## config.mk

```make
export PLATFORM = sky130hd
export DESIGN_NAME = bidir_shift_register
export DESIGN_NICKNAME = d
export VERILOG_FILES = /design/src/rtl/bidir_shift_register.sv
export SDC_FILE = /design/constraint.sdc
export NUM_CORES = 1
export LEC_CHECK = 0
export CORE_MARGIN = 2
export CORE_UTILIZATION = 35
export CTS_CLUSTER_DIAMETER = 30
export DETAILED_ROUTE_END_ITERATION = 10
export GPL_ROUTABILITY_DRIVEN = 1
export PLACE_DENSITY = 0.73
export RECOVER_POWER = 50
export SYNTH_ARGS = -nofsm -noshare
export SYNTH_HDL_FRONTEND = slang
export SYNTH_SLANG_ARGS = --single-unit
```

## constraint.sdc

```tcl
create_clock -name clk -period 1.3 [get_ports clk]
set_clock_uncertainty 0.1 [all_clocks]
set_input_delay 0.325 -clock clk [delete_from_list [all_inputs] [get_ports clk]]
set_output_delay 0.325 -clock clk [all_outputs]
set_load 0.005 [all_outputs]
```

## src/rtl/bidir_shift_register.sv

```systemverilog
// Bidirectional WIDTH-bit shift register with parallel load, serial in and serial/parallel out.
// Latency: load and each shift land one cycle after the sampling edge; out is combinational from R and direction.
// Backpressure: none; en gates shifting, load overrides en, and rst=0 clears R at once.
module bidir_shift_register #(
    parameter int WIDTH = 8
) (
    input  logic             clk,
    input  logic             rst,
    input  logic             en,
    input  logic             direction,
    input  logic             in,
    input  logic [WIDTH-1:0] parallel_in,
    input  logic             load,
    output logic [WIDTH-1:0] parallel_out,
    output logic             out
);

    logic [WIDTH-1:0] shreg;

    always_ff @(posedge clk or negedge rst) begin
        if (!rst) begin
            shreg <= '0;
        end else if (load) begin
            shreg <= parallel_in;
        end else if (en) begin
            if (direction) begin
                shreg <= {in, shreg[WIDTH-1:1]};
            end else begin
                shreg <= {shreg[WIDTH-2:0], in};
            end
        end
    end

    assign parallel_out = shreg;
    // out is the bit the next shift in the selected direction would drop
    assign out = direction ? shreg[0] : shreg[WIDTH-1];

endmodule

```

; ---- Word level (Yosys, flattened, before mapping)
; Cells that the tools add are included.
[word_totals]
ff_bits = 8
latchBits = 0
mem_bits_rw = 0
romBits = 0
output_inout_bits = 9
elab_cells = 6
n_memories = 0
[op_classes]
add_sub_neg = 0
multipliers = 0
div_mod_pow = 0
magnitude_cmp = 0
eq_ne = 0
shift = 0
n_mux = 4
n_bitwise = 0
reduce_logical = 1
[ops]
columns = cell, n
row1 = 8-bit 2-to-1 mux, 3
row2 = 2-bit nonzero test, 1
row3 = 1-bit 2-to-1 mux, 1

; ---- Depth between registers and ports, before layout
; Gate-level depths: netlist (run 1).
[logic_depth]
word_depth = 3
ltp_mapped = 3

; ---- Worst setup path after synthesis (run 1)
; OpenSTA, ideal clock, no wires.
[synth_timing]
path_kind = input-to-output
start = in direction
end = out out
t_arrival_ps = 901
required_ps = 875
slack_ps = -26
path_stages = 2
path_buffers = 1
path_cell_list = buf_2 mux2_2
[synth_between]
elab_chain_cells = 1
[synth_lines]
columns = item, line_no
row1 = "start, declared", 10  ; input logic direction,
row2 = 1-bit 2-to-1 mux, 36  ; assign out = direction ? shreg[0] : shreg[WIDTH-1];
row3 = "end, declared", 15  ; output logic out
; No other way between the ends.

; ---- Worst setup path after layout (run 1)
[layout_timing]
start = reg shreg[7], in the netlist parallel_out[7]
end = out out
[layout_between]
elab_chain_cells = 1
[layout_lines]
columns = item, line_no
row1 = "start, declared", 18  ; logic [WIDTH-1:0] shreg;
row2 = "start signal, assigned", 24  ; shreg <= parallel_in;
row3 = "start signal, assigned", 27  ; shreg <= {in, shreg[WIDTH-1:1]};
row4 = "start signal, assigned", 29  ; shreg <= {shreg[WIDTH-2:0], in};
row5 = 1-bit 2-to-1 mux, 36
; No other way between the ends.

==> impl_metrics.py, run 1 <==
metrics = {
    "timing": {
        "setup_viol": 3,
        "period_minus_slack_ns": 1.45,
        "rsz0062_at_grt": "true",
        "finalMaxSlewViolations": 0,
        "tightest_slew_ns": 0.390,
        "fmax_mhz": 690,
        "hold_violations": 0,
        "slew_headroom_pct": 73.9,
        "fin_ws_ns": -0.150,
        "fin_crit_sh_pct": 112,
    },
    "finish": {
        "mostFrequentLayoutCells": "buf_4 (12), clkdlybuf4s50_1 (9), mux2i_1 (8), nand2_1 (8), dfrtp_1 (8)",
        "drive_gt1_share_pct": 37.8,
        "nets": 98,
        "fin_util_pct": 63.3,
        "final_common_cell": "buf_4",
        "largest_reg_flops": 8,
        "multi_input_area_sq_um": 268,
        "area.sequential_sq_um": 200,
        "instances_no_fill": 97,
        "area_growth_pct": 68.3,
        "fillCellCount": 136,
        "diodes": 0,
    },
    "floorplan": {
        "row_count": 13,
        "dieArea_sq_um": 1710,
        "core_area_sq_um": 1300,
        "ios": 23,
        "die_h_microns": 41.4,
        "die_x_microns": 41.4,
        "start_util_pct": 37.6,
    },
    "min_path": {
        "min_path_type": "input pin to async pin",
    },
    "status": {
        "violations": "setup timing",
        "status": "finished, violations left",
    },
    "synthesis": {
        "yosysTopAreaCellShare_pct": 40.9,
        "synthTopCellsByArea": "dfrtp_1 (41%), mux2i_1 (16%), or3b_2 (11%), o211ai_1 (9.2%), nand2_1 (6.1%)",
        "syn-cell-area_sq_um": 489,
        "yosys_warnings": 0,
        "synth_top_cell_by_area": "dfrtp_1",
        "synth_seq_cells": 8,
        "seq_area_frac_synth_pct": 40.9,
        "avgSynthCellArea_sq_um": 10.9,
        "synth_nets": 59,
        "synth.distinct_cells": 11,
        "syn_inst": 45,
    },
    "route": {
        "vias": 486,
        "routed_wl_microns": 1280,
        "drtPass1Iterations": 4,
        "drt_iter0_markers": 7,
        "drc": 0,
        "ant_nets": 0,
        "wl_per_cell_microns": 13.2,
        "drt-vias-per-instance": 5.01,
    },
    "power_and_ir_drop": {
        "powerDensity_nw_per_um2": 894,
        "totalPowerFinal_mw": 0.736,
        "p_leak_nw": 0.387,
        "ir_worst_vdd_v": 0.000681,
    },
    "critical_path": {
        "rr_endpoint": "parallel_out[0]",
        "reg2regPathDepth": 4,
        "critPathBufInv": 1,
        "worstPathRequired_ns": 0.88,
        "worstPathArrival_ns": 1.03,
        "startpoint_type": "flop",
        "cp_top_family": "flip-flops",
        "r2r_start": "parallel_out[0]",
        "worstPathCellList": "mux2_2 -> buf_6",
        "max_stage_delay_ns": 0.38,
        "endpoint_kind": "output pin",
        "r2r_slack_ns": 0.07,
        "critical_path.slowest_cell": "dfrtp_1",
        "cp_max_fo": 2,
        "crit_type": "flop to output pin",
    },
    "placement": {
        "dpl.hpwl_microns": 1020,
        "gp_congestion": 0.762,
        "dp.cells": 93,
        "place.port_buffers": 22,
    },
    "global_routing": {
        "grt_max_degree": 10,
        "grt_pass1_vias": 486,
        "groute.usage.overall_pct": 19.8,
        "antenna_found_initial": 0,
        "grt_overflow": 0,
        "grt_pass1_wl_microns": 2090,
    },
    "clocking": {
        "clkLatencyLatePin_ns": 0.25,
        "cts_buffers": 3,
        "cts_hold_buf": 0,
        "cts_tree": "done",
        "cts.clk_slew.worst_paths_ns": 0.06,
        "clk_path_buf_depth": 2,
        "clock-sinks": 8,
        "h-tree-depth": 1,
        "clock-root-buffer": "clkbuf_4",
    },
    "job": {
        "drv_cap": 0,
    },
}
[final cells by class]
class                      instances  area share [%]
clock buffer                       3            2.74
multi-input combinational         34            32.5
sequential                         8            24.3
tap                               15            2.28
timing repair buffer              37            38.1
[repair_timing]
item	CTS	global route
gates cloned	0	0
gates resized for setup	27	4
setup endpoints to repair	16	5
buffers inserted	1	0
[per-stage QoR]
step	area, sq um	setup TNS [ns]	worst slack (ns)	hold slack, ns
after floorplan	492	0	0.0410	-0.0706
after global placement	812	-3.44	-0.727	0.543
after detailed placement	812	-3.63	-0.712	0.559
after CTS	836	-0.341	-0.141	0.275
after global routing	823	-0.324	-0.169	0.359
final	823	-0.258	-0.150	0.328
[cells by family after synthesis]
| group | Yosys count | share of synthesized area [%] |
|---|---|---|
| and+or+nand+nor | 17 | 21.7 |
| AOI/OAI and AO/OA | 8 | 14.3 |
| muxes | 9 | 18.7 |
| buffers and inverters | 3 | 4.35 |
| DFF | 8 | 40.9 |
[metal layers]
layer  track usage [%]  routed length [microns]  share of wire, %
met4              5.65                        0                 0
met5                 0                        0                 0
met2              33.6                      630                49
met1              22.5                      557                43
met3              8.51                       96               7.5
[where the power goes]
part	leakage, nW	switching (mW)	internal (mW)	total, mW
Sequential	0.0977	0.0135	0.276	0.289
Combinational	0.276	0.0953	0.158	0.253
Clock	0.0138	0.0876	0.106	0.193
Total	0.387	0.196	0.540	0.736
[worst register-to-register path, cell delays in order (launching register included)]
cell      delay, ns
dfrtp_1        0.33
buf_4          0.11
buf_6          0.09
or3b_2         0.43
o211ai_1       0.09
[how the worst max path moves through the flow]
stage / start / to / slack [ns] / cells after the start
after floorplan: direction / out / 0.04 / 2
after global placement: direction / out / -0.73 / 3
after CTS: parallel_out[7] / out / -0.14 / 2
final: parallel_out[7] / out / -0.15 / 2
after global routing: parallel_out[7] / out / -0.17 / 2
after detailed placement: direction / out / -0.71 / 3
[synth_stat cells (all sizes together)]
library cell / instances
dfrtp: 8
o211ai: 8
nand2: 8
or3b: 8
mux2: 1
nand2b: 1
buf: 3
mux2i: 8
Note: power is estimated with default switching activity, not from simulation.
==> run 2, diff against run 1 <==
Settings changed: GPL_TIMING_DRIVEN from default to 0.
==> run 2 against run 1 <==
  * The flow still finishes with violations (setup timing)
  * Critical path depth stayed put
  * Sequential share of layout area is 1.2 points higher
  * Sequential cell count stayed put
  * Cell count is 4.1% lower
  * Via count is 1.4% lower
  * Global-route usage is 0.67 points higher
  * Register-to-register slack worse by 0.04 ns
  * Non-clock buffer count is 4 lower
  * Critical endpoint unchanged
  * Largest power group unchanged
  * Highest routed layer is now met4
==> impl_metrics.py, run 2 (synthesized netlist as in run 1, its figures left out) <==
metrics = {
    "status": {
        "status": "finished, violations left",
        "violations": "setup timing",
    },
    "placement": {
        "gp_congestion": 0.729,
        "dpl.hpwl_microns": 818,
        "place.port_buffers": 21,
        "dp.cells": 81,
    },
    "route": {
        "drt_iter0_markers": 7,
        "drc": 0,
        "routed_wl_microns": 1370,
        "vias": 479,
        "drt-vias-per-instance": 5.15,
        "drtPass1Iterations": 4,
        "wl_per_cell_microns": 14.7,
        "ant_nets": 0,
    },
    "global_routing": {
        "grt_pass1_vias": 471,
        "antenna_found_initial": 0,
        "grt_max_degree": 11,
        "grt_overflow": 0,
        "grtUsageMet2_pct": 29.7,
        "grt-busiest-layer": "met1",
        "gr-usage-met1_pct": 30.4,
        "grt_pass1_wl_microns": 2190,
        "groute.usage.overall_pct": 20.5,
        "groute.layer.met3.usage_pct": 3.19,
    },
    "finish": {
        "largest_reg_flops": 8,
        "mostFrequentLayoutCells": "buf_4 (9), clkdlybuf4s50_1 (9), mux2i_1 (8), nand2_1 (8), dfrtp_1 (8)",
        "diodes": 0,
        "nets": 94,
        "drive_gt1_share_pct": 38.5,
        "area_growth_pct": 60.4,
        "instances_no_fill": 93,
    },
    "power_and_ir_drop": {
        "p_leak_nw": 0.367,
        "switching_share_pct": 28.0,
        "p_clk_share_pct": 27.1,
        "totalPowerFinal_mw": 0.736,
        "ir_worst_vdd_v": 0.000521,
        "power.internal_mw": 0.530,
        "powerDensity_nw_per_um2": 938,
        "p_sw_mw": 0.206,
        "p_comb_share_pct": 32.8,
        "seqPwrFrac_pct": 40.1,
    },
    "timing": {
        "rsz0062_at_grt": "true",
        "tns_ns": -0.265,
        "fin_ws_ns": -0.150,
        "fin_crit_sh_pct": 112,
        "slew_headroom_pct": 73.4,
        "setup_viol": 2,
        "period_minus_slack_ns": 1.45,
        "fmax_mhz": 690,
        "tightest_slew_ns": 0.397,
        "finalMaxSlewViolations": 0,
        "hold_violations": 0,
        "worst_hold_slack_ns": 0.327,
    },
    "floorplan": {
        "die_x_microns": 41.4,
        "die_h_microns": 41.4,
        "ios": 23,
        "start_util_pct": 37.6,
        "core_area_sq_um": 1300,
        "row_count": 13,
        "dieArea_sq_um": 1710,
    },
    "critical_path": {
        "startpoint_type": "flop",
        "crit_type": "flop to output pin",
        "endpoint_kind": "output pin",
        "critPathBufInv": 1,
        "worstPathRequired_ns": 0.88,
        "worstPathArrival_ns": 1.02,
        "cp_top_family": "flip-flops",
        "critical_path.slowest_cell": "dfrtp_1",
        "max_stage_delay_ns": 0.38,
        "cp_max_fo": 2,
        "worstPathCellList": "mux2_2 -> buf_6",
    },
    "clocking": {
        "cts_hold_buf": 0,
        "cts_tree": "done",
        "clk_path_buf_depth": 2,
        "h-tree-depth": 1,
        "cts_buffers": 3,
        "clock-root-buffer": "clkbuf_4",
        "clkLatencyLatePin_ns": 0.26,
        "clock-sinks": 8,
        "cts.clk_slew.worst_paths_ns": 0.06,
    },
    "min_path": {
        "min_path_type": "input pin to async pin",
    },
    "job": {
        "drv_cap": 0,
    },
}
## run 2: changes by cell type in the layout (fill, tap and decap cells not counted), sizes merged
cell,delta
dlygate4sd2,-1
buf,-1
clkdlybuf4s15,-2
## run 2: power by group through the flow
stage	clock (mW)	sequential, mW	combinational (mW)
global placement	0	0.310	0.203
finish	0.199	0.295	0.242
detailed placement	0	0.310	0.204
floorplan	0	0.304	0.0844
global route	0.209	0.297	0.267
CTS	0.203	0.294	0.242
## run 2: layer usage
| metal | vias up | wire, microns |
|---|---|---|
| met2 | 19 | 627 |
| li1 | 237 | - |
| met3 | 2 | 66 |
| met5 | - | 0 |
| met4 | 0 | 8 |
| met1 | 221 | 664 |
## run 2: through the flow
stage	instance area [sq um]	setup slack [ns]	utilization, %
floorplan	492	0.0410	-
global placement	721	-0.423	55.4
detailed placement	721	-0.416	55.4
CTS	797	-0.149	61.3
global route	785	-0.173	60.3
finish	785	-0.150	60.3
## run 2: final timing paths
path | from | end | slack (ns) | depth (start not counted)
worst max-delay path | parallel_out[7] | out | -0.15 | 2
worst min-delay path | rst | parallel_out[2] | 0.33 | 1
worst max register to register | parallel_out[7] | parallel_out[7] | 0.03 | 5
worst min register to register | parallel_out[0] | parallel_out[1] | 0.58 | 3
max in group asynchronous | rst | parallel_out[6] | 0.49 | 1
min in group clk | direction | parallel_out[1] | 0.41 | 3
## run 2: repair_timing
item / 4_1_cts / 5_1_grt
pin swaps: 1 / 1
resized for setup: 27 / 6
setup buffers: 9 / 0
setup endpoints to repair: 17 / 7
## run 2: final cells by class
type,instances,area [sq um]
Buffer,3,23.8
Clock buffer,3,22.5
Fill cell,119,517
Multi-Input combinational cell,34,270
Sequential cell,8,200
Tap cell,15,18.8
Timing Repair Buffer,30,249
==> run 3, diff against run 2 <==
Settings changed: CELL_PAD_IN_SITES_DETAIL_PLACEMENT from default to 1, CELL_PAD_IN_SITES_GLOBAL_PLACEMENT from default to 1, CORE_UTILIZATION 35 to 25, PLACE_DENSITY 0.73 to default, PLACE_DENSITY_LB_ADDON from default to 0.1.
==> run 3 against run 2 <==
  * The run still ends with setup timing left
  * Clock power is essentially flat
  * Sequential cell count stayed put
  * First-iteration DRC count shrank 57%
  * Utilization fell by 15 points
  * Clock-buffer cell count did not move
  * Sequential share of layout area decreased by 0.67 points
  * Die area is 36% higher
  * Combinational power rose by 3%
  * Critical path type unchanged
  * Maximum frequency is 0.28% higher
  * Worst setup slack gained 0.0040 ns
  * Critical path depth is the same
==> impl_metrics.py, run 3 (synthesized netlist as in run 1, its figures left out) <==
metrics = {
    "status": {
        "status": "finished, violations left",
        "violations": "setup timing",
    },
    "finish": {
        "diodes": 0,
        "mostFrequentLayoutCells": "buf_4 (10), clkdlybuf4s50_1 (9), mux2i_1 (8), nand2_1 (8), dfrtp_1 (8)",
        "instances_no_fill": 105,
        "final_common_cell": "buf_4",
        "fillCellCount": 211,
        "area_growth_pct": 64.7,
        "largest_reg_flops": 8,
        "drive_gt1_share_pct": 42.5,
        "nets": 96,
    },
    "timing": {
        "tightest_slew_ns": 0.427,
        "fin_crit_sh_pct": 111,
        "rsz0062_at_grt": "true",
        "fmax_mhz": 692,
        "hold_violations": 0,
        "tns_ns": -0.265,
        "worst_hold_slack_ns": 0.339,
        "fin_ws_ns": -0.146,
        "period_minus_slack_ns": 1.45,
        "setup_viol": 2,
        "finalMaxSlewViolations": 0,
        "slew_headroom_pct": 71.4,
    },
    "power_and_ir_drop": {
        "ir_worst_vdd_v": 0.000357,
        "powerDensity_nw_per_um2": 918,
        "p_leak_nw": 0.379,
    },
    "min_path": {
        "min_path_type": "input pin to async pin",
    },
    "route": {
        "drc": 0,
        "drtPass1Iterations": 3,
        "drt_iter0_markers": 3,
        "ant_nets": 0,
        "dr.max_layer_used": "met4",
        "m1WireLength_microns": 688,
        "wl_met2_microns": 691,
        "vias": 488,
        "routed_wl_microns": 1460,
        "drt-vias-per-instance": 4.65,
        "wl_met3_microns": 71,
        "wl_per_cell_microns": 13.9,
    },
    "critical_path": {
        "startpoint_type": "flop",
        "r2r_start": "parallel_out[7]",
        "worstPathRequired_ns": 0.88,
        "worstPathCellList": "mux2_2 -> buf_2",
        "cp_max_fo": 2,
        "r2r_slack_ns": 0.03,
        "critical_path.slowest_cell": "dfrtp_1",
        "worstPathArrival_ns": 1.02,
        "endpoint_kind": "output pin",
        "max_stage_delay_ns": 0.38,
        "rr_endpoint": "parallel_out[7]",
        "crit_type": "flop to output pin",
        "reg2regPathDepth": 5,
    },
    "floorplan": {
        "row_count": 15,
        "core_area_sq_um": 1780,
        "ios": 23,
        "dieArea_sq_um": 2330,
        "die_h_microns": 48.2,
        "start_util_pct": 27.4,
        "die_x_microns": 48.2,
    },
    "clocking": {
        "clk_path_buf_depth": 2,
        "cts_tree": "done",
        "cts.clk_slew.worst_paths_ns": 0.06,
        "clock-sinks": 8,
        "clock-root-buffer": "clkbuf_4",
        "h-tree-depth": 1,
        "clkLatencyLatePin_ns": 0.26,
        "cts_hold_buf": 0,
        "cts_buffers": 3,
    },
    "placement": {
        "gp_congestion": 0.690,
        "dp_slack_ns": -0.423,
        "dpl.hpwl_microns": 989,
        "place.port_buffers": 21,
        "dp.cells": 91,
    },
    "job": {
        "drv_cap": 0,
    },
    "global_routing": {
        "grt_overflow": 0,
        "groute.usage.overall_pct": 14.9,
        "grt_pass1_vias": 523,
        "grt_max_degree": 11,
        "grt_pass1_wl_microns": 2310,
        "antenna_found_initial": 0,
    },
}
run 3: area by class of cell:
| type | instances | area (sq um) | area share (%) |
|---|---|---|---|
| multi-input cells | 34 | 270 | 33.5 |
| plain buffers | 3 | 23.8 | 2.95 |
| clock buffers | 3 | 22.5 | 2.80 |
| repair buffers | 32 | 258 | 32.0 |
| flip-flops and latches | 8 | 200 | 24.8 |
| well taps | 25 | 31.3 | 3.88 |
run 3: repair_timing:
item                                    in CTS  in global routing
buffers inserted                            10                  1
resized for setup                           26                  7
endpoints found under the setup margin      17                  9
pin swaps                                    1                  0
run 3: how the worst max path moves through the flow:
stage,start,endpoint,slack (ns),depth (start not counted)
final,parallel_out[0],out,-0.15,2
after floorplan,direction,out,0.04,2
after detailed placement,direction,out,-0.42,3
after CTS,parallel_out[7],out,-0.15,2
after global placement,load,parallel_out[1],-0.45,4
after global routing,parallel_out[7],out,-0.18,2
run 3: layer usage:
metal,vias to the layer above,global-route usage (%)
met4,0,8.11
met2,12,23.2
li1,243,-
met1,231,19.2
met5,-,0
met3,2,3.33
run 3: per-stage QoR:
step           power [mW]  utilization [%]  area [sq um]
5_1_grt             0.792             45.2           806
2_1_floorplan       0.388                -           492
3_3_place_gp        0.517             41.1           733
6_report            0.740             45.2           806
4_1_cts             0.758             46.2           825
3_5_place_dp        0.519             41.1           733
run 3: critical path: cells and delay by family (launching register included):
kind                   cells  cell delay (ns)
buffers and inverters      1             0.12
muxes                      1             0.26
DFF                        1             0.38
run 3: power by group:
part           leakage (nW)  switching (mW)  internal (mW)
Combinational         0.268          0.0967          0.152
Clock                0.0138          0.0948          0.106
Sequential           0.0977          0.0141          0.276
